**src/rtl/control_seq_pkg.sv**
```systemverilog
// Shared types for the accumulator CPU control path: opcodes, sequencer
// phases and the opcode classification used by the phase decode.
package typedefs;

    typedef enum logic [2:0] {
        HLT = 3'd0,
        SKZ = 3'd1,
        ADD = 3'd2,
        AND = 3'd3,
        XOR = 3'd4,
        LDA = 3'd5,
        STO = 3'd6,
        JMP = 3'd7
    } opcode_t;

    typedef enum logic [2:0] {
        INST_ADDR  = 3'd0,
        INST_FETCH = 3'd1,
        INST_LOAD  = 3'd2,
        IDLE       = 3'd3,
        OP_ADDR    = 3'd4,
        OP_FETCH   = 3'd5,
        ALU_OP     = 3'd6,
        STORE      = 3'd7
    } state_t;

    // Opcodes that read an operand from memory and write the accumulator.
    function automatic logic is_aluop(opcode_t op);
        return (op == ADD) || (op == AND) || (op == XOR) || (op == LDA);
    endfunction

endpackage

```
**src/rtl/control_seq.sv**
```systemverilog
// Instruction sequencer: an 8-phase state machine per instruction that
// decodes (phase, opcode, zero, halted) into memory, IR, PC and AC strobes.
module control_seq
    import typedefs::*;
#(
    parameter int NUM_PHASES = 8
) (
    input  logic       clk,
    input  logic       rst_,
    input  opcode_t    opcode,
    input  logic       zero,
    output logic       mem_rd,
    output logic       mem_wr,
    output logic       load_ir,
    output logic       inc_pc,
    output logic       load_pc,
    output logic       load_ac,
    output logic       halt,
    output logic [2:0] phase
);

    // The phase encoding is hard-wired to a 3-bit wrap; refuse anything else.
    if (NUM_PHASES != 8) begin : g_bad_phases
        $error("control_seq: NUM_PHASES must be 8");
    end

    state_t phase_q, phase_d;
    logic   halted_q, halted_d;
    logic   aluop;

    assign aluop = is_aluop(opcode);
    assign phase = phase_q;

    // Phase and halt state; reset wins over both advancing and halting.
    always_ff @(posedge clk) begin
        if (!rst_) begin
            phase_q  <= INST_ADDR;
            halted_q <= 1'b0;
        end else begin
            phase_q  <= phase_d;
            halted_q <= halted_d;
        end
    end

    // Next-phase and strobe decode; while reset is held every strobe is 0.
    always_comb begin
        phase_d  = phase_q;
        halted_d = halted_q;
        mem_rd   = 1'b0;
        mem_wr   = 1'b0;
        load_ir  = 1'b0;
        inc_pc   = 1'b0;
        load_pc  = 1'b0;
        load_ac  = 1'b0;
        halt     = 1'b0;

        if (halted_q) begin
            halt = 1'b1;
        end else begin
            case (phase_q)
                INST_ADDR: begin
                    phase_d = INST_FETCH;
                end
                INST_FETCH: begin
                    mem_rd  = 1'b1;
                    phase_d = INST_LOAD;
                end
                INST_LOAD: begin
                    mem_rd  = 1'b1;
                    load_ir = 1'b1;
                    phase_d = IDLE;
                end
                IDLE: begin
                    mem_rd  = 1'b1;
                    load_ir = 1'b1;
                    phase_d = OP_ADDR;
                end
                OP_ADDR: begin
                    inc_pc = 1'b1;
                    halt   = (opcode == HLT);
                    if (opcode == HLT) begin
                        halted_d = 1'b1;
                        phase_d  = OP_ADDR;
                    end else begin
                        phase_d  = OP_FETCH;
                    end
                end
                OP_FETCH: begin
                    mem_rd  = aluop;
                    phase_d = ALU_OP;
                end
                ALU_OP: begin
                    mem_rd  = aluop;
                    load_ac = aluop;
                    inc_pc  = (opcode == SKZ) && zero;
                    load_pc = (opcode == JMP);
                    phase_d = STORE;
                end
                STORE: begin
                    mem_rd  = aluop;
                    load_ac = aluop;
                    inc_pc  = (opcode == JMP);
                    load_pc = (opcode == JMP);
                    mem_wr  = (opcode == STO);
                    phase_d = INST_ADDR;
                end
                default: begin
                    phase_d = INST_ADDR;
                end
            endcase
        end

        if (!rst_) begin
            mem_rd  = 1'b0;
            mem_wr  = 1'b0;
            load_ir = 1'b0;
            inc_pc  = 1'b0;
            load_pc = 1'b0;
            load_ac = 1'b0;
            halt    = 1'b0;
        end
    end

endmodule
```
**config.mk**
```make
export PLATFORM = sky130hd
export DESIGN_NAME = control_seq
export DESIGN_NICKNAME = d
export VERILOG_FILES = /design/src/rtl/control_seq_pkg.sv /design/src/rtl/control_seq.sv
export SDC_FILE = /design/constraint.sdc
export NUM_CORES = 1
export LEC_CHECK = 0
export BUFFER_PORTS_ARGS = -buffer_cell sky130_fd_sc_hd__buf_4
export CORE_AREA = 3 3 40 42
export DETAILED_ROUTE_END_ITERATION = 12
export DIE_AREA = 0 0 43 45
export MAX_ROUTING_LAYER = met4
export SKIP_LAST_GASP = 1
export SLEW_MARGIN = 20
export SYNTH_ARGS = -nofsm -noshare
export SYNTH_HDL_FRONTEND = slang
export SYNTH_SLANG_ARGS = --single-unit
```
**constraint.sdc**
```tcl
create_clock -name clk -period 3.05 [get_ports clk]
set_clock_uncertainty 0.2 [all_clocks]
set_input_delay 0.305 -clock clk [delete_from_list [all_inputs] [get_ports clk]]
set_output_delay 0.305 -clock clk [all_outputs]
set_load 0.005 [all_outputs]
```
==> flow_summary.ini, run 1 <==
[pwr]
ir_drop_uv = 172
leakage_nw = 0.178
comb_power_share_pct = 22.6
pwr-share-seq_pct = 38.8
p_switching_mw = 0.0464
netSwitchingFraction_pct = 27.5
p_total_mw = 0.169
p_clk_share_pct = 38.6
p_per_area_nw_per_um2 = 390
intPower_mw = 0.123

[critical_path]
endpoint = halt
reg2reg_slack_ns = 1.66
r2r_cells = 3
r2r-start = phase[2]$_SDFFE_PN0N_
critPathLaunchType = flop
critical_path_required_ns = 2.54
reg2reg_to = phase[0]$_SDFFE_PN0N_
worst_ep_arrival_time_ns = 1.36
cp-end-kind = primary output
setup.worst_path.start = phase[2]$_SDFFE_PN0N_
critPathKind = reg2out
crit_path_max_fanout = 7

[logic_synthesis]
synth_cells = 36
ys_seq_area_share_pct = 28.2
netlist_area_sq_um = 284
synth_cell_type_count = 22
yosys-top-cells-area = dfxtp_1, nor2_1, xnor2_1
synth.largest_area_cell = dfxtp_1
yosys_register_bits = 4
synth_nets = 42
synth_top_area_share_pct = 28.2
avgSynthCellArea_sq_um = 7.89
yosys_warnings = 0

[clocking]
clk_pin_slew_ns = 0.04
worstSkewPairLatency_ns = 0.24
post-cts-setup-buffer-count = 0
clockBufferDepth = 2
numClockSinks = 4
ctsResizeCount = 0
cts-htree-levels = 1
numCtsBuffers = 3
ctsHoldBuffers = 0
ctsRootBufferMaster = clkbuf_4
cts_tree = done

[placed_design]
dp.cells = 65
place_hpwl_microns = 580
gp_congestion = 0.741
place_worst_setup_slack_ns = 1.43
port_buffers = 15
post_dp_cell_area_sq_um = 410

[routing]
postRouteAntennaNets = 0
drtIter0Drc = 4
firstDrtPassIters = 3
dr_total_vias = 324
routed_wl_microns = 766
wl_per_cell_microns = 11.3
vias_per_cell = 4.76
drc = 0

[worst_hold_path]
worstHoldPathType = in2reg

[run]
drv_cap = 0

[final_layout]
layout.cells.non_filler = 68
final_cell_mix = buf_4, nor2_1, dfxtp_1
area_growth_pct = 52.4
n_fill_cell = 146
fin_nets = 61
n_antenna_cell = 0
layout-drive-gt1-share_pct = 41.5
post-route-util_pct = 33.7
fin_area_sq_um = 433
mostFrequentLayoutCell = buf_4

[grt]
grt.total_usage_pct = 8.67
grt_pass1_vias = 272
grt_pass1_wl_microns = 1210
gr-total-overflow = 0
grt_max_degree = 10
antenna_found_initial = 0

[die]
die_w_microns = 43
core.rowCount = 13
die_h_microns = 45
num_io_pins = 16
initial_utilization_pct = 22.1
core_sq_um = 1280
die-area_sq_um = 1940

[sta]
final_hold_viol_count = 0
tns_ns = 0
final.min_clock_period_ns = 1.86
tightest_slew_ns = 0.316
finalCritPeriodShare_pct = 61.1
slew_headroom_pct = 78.9
finalSetupViolCount = 0
rsz0062_at_grt = no
timing.hold.ws_ns = 0.118
slew_viol_final = 0
max_freq_mhz = 537
setup_ws_ns = 1.19

[outcome]
status = completed
[synth_stat cells]
cell,count
nor4b_2,1
dfxtp_1,4
nor4_1,1
nand4_1,1
inv_2,2
nand3_1,1
o21a_1,1
a211oi_1,1
nand2_1,1
nor2b_1,1
o2111a_1,1
and2_1,1
nand4bb_1,1
a21oi_1,2
a2111oi_2,1
buf_2,1
xor2_1,1
xnor2_1,2
nand4b_1,1
inv_1,1
nor2_1,9
nand3b_1,1
[power groups by stage]
stage	Combinational, mW	Sequential, mW	Clock (mW)
final	0.0382	0.0655	0.0652
after global routing	0.0425	0.0665	0.0754
after CTS	0.0386	0.0653	0.0677
after detailed placement	0.0383	0.0661	0
after global placement	0.0391	0.0660	0
after floorplan	0.0224	0.0619	0
[worst min path at each step]
stage / slack (ns) / to / from / cells after the start
global placement: 0.35 / phase[0]$_SDFFE_PN0N_ / rst_ / 2
global route: 0.12 / phase[0]$_SDFFE_PN0N_ / rst_ / 2
finish: 0.12 / phase[0]$_SDFFE_PN0N_ / rst_ / 2
floorplan: 0.22 / phase[0]$_SDFFE_PN0N_ / rst_ / 1
CTS: 0.12 / phase[0]$_SDFFE_PN0N_ / rst_ / 2
detailed placement: 0.35 / phase[0]$_SDFFE_PN0N_ / rst_ / 2
[area by class of cell]
cell class	count	area, sq um	area share [%]
multi-input cells	28	188	43.4
repair buffers	15	113	26.0
flip-flops and latches	4	80.1	18.5
clock buffers	3	22.5	5.20
well taps	15	18.8	4.34
inverters	3	11.3	2.60
[flip-flops by register name, indices dropped and copies added (netlist names)]
register	flops
phase	3
halted_q	1
[cell families after synthesis]
| logic type | count (synthesis) | synth area share, % |
|---|---|---|
| xor gates and xnor gates | 3 | 9.25 |
| AOI/OAI and AO/OA | 6 | 18.1 |
| and+or+nand+nor | 19 | 38.8 |
| DFF | 4 | 28.2 |
| buffers and inverters | 4 | 5.72 |
[critical path: stages, from the launching register on]
cell and delay [ns]:
dfxtp_1 0.46, nor4b_2 0.31, a21oi_1 0.13, nor2_1 0.10, buf_4 0.11
[per-layer routing]
metal	GRT usage, %	vias to the layer above	part of all wire, %
li1	-	166	-
met1	10.6	143	48
met3	5.58	0	13
met4	1.81	0	0
met5	-	-	0
met2	12.0	15	39
No activity file was read; power rests on OpenSTA's default activity.
==> run 2: changes to the inputs <==
Clock period 3.05 ns to 1.9 ns, I/O delays scaled along.
==> flow_summary.ini, run 2 (synthesized netlist as in run 1, its figures left out) <==
[outcome]
status = completed

[routing]
firstDrtPassIters = 3
routed_wl_microns = 754
postRouteAntennaNets = 0
wl_per_cell_microns = 10.8
drtIter0Drc = 2
vias_per_cell = 4.56
drc = 0
dr_total_vias = 319

[grt]
grt.total_usage_pct = 7.90
grt_max_degree = 10
antenna_found_initial = 0
grt_pass1_wl_microns = 1110
grtUsageMet1_pct = 10.6
gr-total-overflow = 0
grt_pass1_vias = 247
top_usage_layer = met1
gr-usage-met3_pct = 2.39
met2_usage_pct = 8.98

[sta]
setup_ws_ns = 0.150
slew_headroom_pct = 78.4
finalCritPeriodShare_pct = 92.1
tns_ns = 0
max_freq_mhz = 572
final.min_clock_period_ns = 1.75
rsz0062_at_grt = no
tightest_slew_ns = 0.324
final_hold_viol_count = 0
finalSetupViolCount = 0
slew_viol_final = 0

[worst_hold_path]
worstHoldPathType = in2reg

[final_layout]
area_growth_pct = 64.3
largest_reg_flops = 3
mostFrequentLayoutCell = buf_4
layout.cells.non_filler = 70
n_antenna_cell = 0
n_fill_cell = 147
final_cell_mix = buf_4, nor2_1, dfxtp_1
layout-drive-gt1-share_pct = 43.6
fin_nets = 63

[clocking]
numClockSinks = 4
clk_pin_slew_ns = 0.04
cts-htree-levels = 1
numCtsBuffers = 3
ctsRootBufferMaster = clkbuf_4
worstSkewPairLatency_ns = 0.23
cts_tree = done
clockBufferDepth = 2

[critical_path]
worst_ep_arrival_time_ns = 1.36
critical_path.top_delay_family = buffers and inverters
path_buf_inv = 4
cp-end-kind = primary output
critPathLaunchType = input port
cp_common_cell = buf_4
crit_path_max_fanout = 5
cp_slowest_cell = dlygate4sd3_1
critical_path_required_ns = 1.51
reg2reg_slack_ns = 0.51
cp_slowest_stage_delay_ns = 0.53
critPathKind = in2out
crit_chain = dlygate4sd3_1 > buf_4 > clkinvlp_4 > nor4_1 > buf_4

[placed_design]
dp.cells = 65
port_buffers = 15
place_worst_setup_slack_ns = 0.454
gp_congestion = 0.731
place_hpwl_microns = 565

[die]
die_h_microns = 45
die-area_sq_um = 1940
core_sq_um = 1280
num_io_pins = 16
initial_utilization_pct = 22.1
core.rowCount = 13
die_w_microns = 43

[pwr]
p_per_area_nw_per_um2 = 600
ir_drop_uv = 261
leakage_nw = 0.184

[run]
drv_cap = 0
run 2: path summary, 6_finish.rpt:
kind,from,to,depth (start not counted)
setup / recovery,rst_,load_ir,5
hold / removal,opcode[0],halted_q$_SDFF_PN0_,4
setup reg to reg,phase[2]$_SDFFE_PN0N_,phase[0]$_SDFFE_PN0N_,3
hold reg to reg,phase[1]$_SDFFE_PN0N_,phase[1]$_SDFFE_PN0N_,2
run 2: power by group:
group	internal, mW	switching [mW]
Sequential	0.0907	0.0139
Combinational	0.0409	0.0299
Clock	0.0706	0.0339
Total	0.202	0.0777
run 2: cell type report:
type / count / area (sq um) / area share, %
timing repair buffer: 17 / 130 / 27.9
multi-input combinational: 28 / 200 / 42.9
sequential: 4 / 80.1 / 17.2
clock buffer: 3 / 22.5 / 4.83
tap: 15 / 18.8 / 4.02
inverter: 3 / 15.0 / 3.22
run 2: per-stage QoR:
stage	util [%]	instance area [sq um]	power, mW	hold slack, ns
6_report	36.3	467	0.280	0.158
3_5_place_dp	31.9	410	0.168	0.235
4_1_cts	34.5	443	0.280	0.157
2_1_floorplan	-	284	0.135	0.108
3_3_place_gp	31.9	410	0.168	0.234
5_1_grt	36.3	467	0.301	0.172
run 2: per-layer routing:
layer	up-vias	wire length (microns)
met5	-	0
met4	0	15
met3	2	92
met2	15	268
met1	134	377
li1	168	-
run 2: worst register-to-register path, cell delays in order (launching register included):
cell and delay [ns]:
dfxtp_1 0.47, nor4b_2 0.31, a211oi_1 0.13, o21a_1 0.18
run 2: repair_timing:
action / 4_1_cts / 5_1_grt
hold buffers: 1 / 0
gates resized for setup: 0 / 2
setup endpoints to repair: 0 / 1
endpoints found under the hold margin: 1 / 0
buffers inserted: 0 / 1
==> run 3: changes to the inputs <==
Settings changed: ABC_AREA set to 1.
==> flow_summary.ini, run 3 <==
[final_layout]
n_antenna_cell = 0
area_growth_pct = 49.0
layout-drive-gt1-share_pct = 36.4
final_cell_mix = buf_4, nand2_1, nor2_1
mostFrequentLayoutCell = buf_4
fin_nets = 74
largest_reg_flops = 3

[critical_path]
crit_chain = inv_1 > nor2_1 > nand3_1 > nand2_1 > nand2_1 > nand2_1 > buf_4
cp_slowest_cell = dfxtp_1
cp-end-kind = primary output
critical_path.top_delay_family = flip-flops
critical_path_required_ns = 1.51
cp_slowest_stage_delay_ns = 0.45
path_buf_inv = 2
cp_common_cell = nand2_1
critPathKind = reg2out
crit_path_max_fanout = 9
worst_ep_arrival_time_ns = 1.27
critPathLaunchType = flop

[clocking]
ctsResizeCount = 0
ctsHoldBuffers = 0
cts_tree = done
ctsRootBufferMaster = clkbuf_4
numCtsBuffers = 3
cts-htree-levels = 1
numClockSinks = 4
post-cts-setup-buffer-count = 0
clockBufferDepth = 2
clk_pin_slew_ns = 0.04
worstSkewPairLatency_ns = 0.24

[placed_design]
port_buffers = 15
place_worst_setup_slack_ns = 0.474
gp_congestion = 0.753
place_hpwl_microns = 603

[die]
initial_utilization_pct = 23.3
die_w_microns = 43
die_h_microns = 45
core.rowCount = 13
core_sq_um = 1280
num_io_pins = 16
die-area_sq_um = 1940

[logic_synthesis]
avgSynthCellArea_sq_um = 6.10
yosys-top-cells-count = nand2_1, nor2_1
synth_edf_count = 0
synth_cell_type_count = 17
synth-async-reset-ratio_pct = 0
synth_top_area_share_pct = 26.8
yosys_register_bits = 4
synth_cells = 49
ys_seq_area_share_pct = 26.8
synth.largest_area_cell = dfxtp_1
netlist_area_sq_um = 299
synth.most_common_cell = nand2_1
synth_nets = 55
yosys_warnings = 0
yosys-top-cells-area = dfxtp_1, nand2_1, nor2_1
synth-main-ff-cell = dfxtp_1

[pwr]
leakage_nw = 0.227
ir_drop_uv = 231
p_switching_mw = 0.0742
p_per_area_nw_per_um2 = 589
intPower_mw = 0.188
netSwitchingFraction_pct = 28.3
pwr-share-seq_pct = 37.5
p_clk_share_pct = 40.4
comb_power_share_pct = 22.1

[run]
drv_cap = 0

[sta]
finalCritPeriodShare_pct = 87.6
final.min_clock_period_ns = 1.66
slew_viol_final = 0
final_hold_viol_count = 0
rsz0062_at_grt = no
tightest_slew_ns = 0.255
slew_headroom_pct = 83.0
finalSetupViolCount = 0
setup_ws_ns = 0.236
max_freq_mhz = 601
tns_ns = 0

[grt]
grt_pass1_vias = 347
grt.total_usage_pct = 9.61
antenna_found_initial = 0
grt_pass1_wl_microns = 1320
gr-total-overflow = 0
grt_max_degree = 10

[outcome]
status = completed

[routing]
firstDrtPassIters = 4
drc = 0
drtIter0Drc = 3
vias_per_cell = 4.40
routed_wl_microns = 769
wl_per_cell_microns = 9.49
postRouteAntennaNets = 0
dr_total_vias = 356

[worst_hold_path]
worstHoldPathType = in2reg
[run 3: changes by cell type in the layout (fill, tap and decap cells not counted), sizes merged, moves of 2 or more]
cell | previous run | this run
nor3 | 0 | 4
nand2 | 1 | 13
o22ai | 0 | 2
nand3 | 1 | 4
inv | 2 | 6
[run 3: final cells by class]
class,instances,area [sq um]
inverter,6,22.5
clock buffer,3,22.5
tap,15,18.8
fill,146,840
timing repair buffer,15,113
sequential,4,80.1
multi-input combinational,38,189
[run 3: path summary, 6_finish.rpt]
check                              from                     to  slack, ns  cells after the start
setup reg to reg  phase[2]$_SDFFE_PN0N_  phase[2]$_SDFFE_PN0N_       0.74                      3
setup / recovery  phase[2]$_SDFFE_PN0N_                 inc_pc       0.24                      7
hold reg to reg   phase[1]$_SDFFE_PN0N_  phase[1]$_SDFFE_PN0N_       0.39                      2
hold / removal                     rst_    halted_q$_SDFF_PN0_       0.04                      3
[run 3: kinds of logic (layout without fill, tap and decap cells)]
group	after synthesis	count (layout)	share of synthesized area, %
and+or+nand+nor	33	33	52.7
AOI/OAI and AO/OA	4	4	7.53
DFF	4	4	26.8
xor gates and xnor gates	1	1	2.93
buffers and inverters	7	24	10.0
[run 3: metal layers]
metal	part of all wire (%)	vias up	track usage, %
li1	-	196	-
met1	44	140	11.1
met2	44	17	13.8
met3	8.2	3	1.99
met4	3.3	0	9.04
met5	0	-	-
[run 3: metrics by stage]
step / utilization, % / std cells / hold WS, ns / total power, mW / area (sq um)
after CTS: 34.7 / 81 / 0.0315 / 0.270 / 445
final: 34.7 / 81 / 0.0370 / 0.263 / 445
after global routing: 34.7 / 81 / 0.0607 / 0.278 / 445
after floorplan: - / 49 / 0.144 / 0.130 / 299
after global placement: 32.9 / 78 / 0.269 / 0.158 / 423
after detailed placement: 32.9 / 78 / 0.272 / 0.158 / 423
[run 3: worst reg2reg max path, stage by stage (launching register included)]
cell,delay [ns]
dfxtp_1,0.45
inv_1,0.14
nor3_1,0.19
nor3_1,0.07
[run 3: power by group through the flow]
stage	clock network, mW	logic, mW	registers (mW)
after floorplan	0	0.0321	0.0974
after global placement	0	0.0586	0.0997
after detailed placement	0	0.0584	0.0996
after CTS	0.113	0.0588	0.0984
after global routing	0.113	0.0657	0.0997
final	0.106	0.0581	0.0984
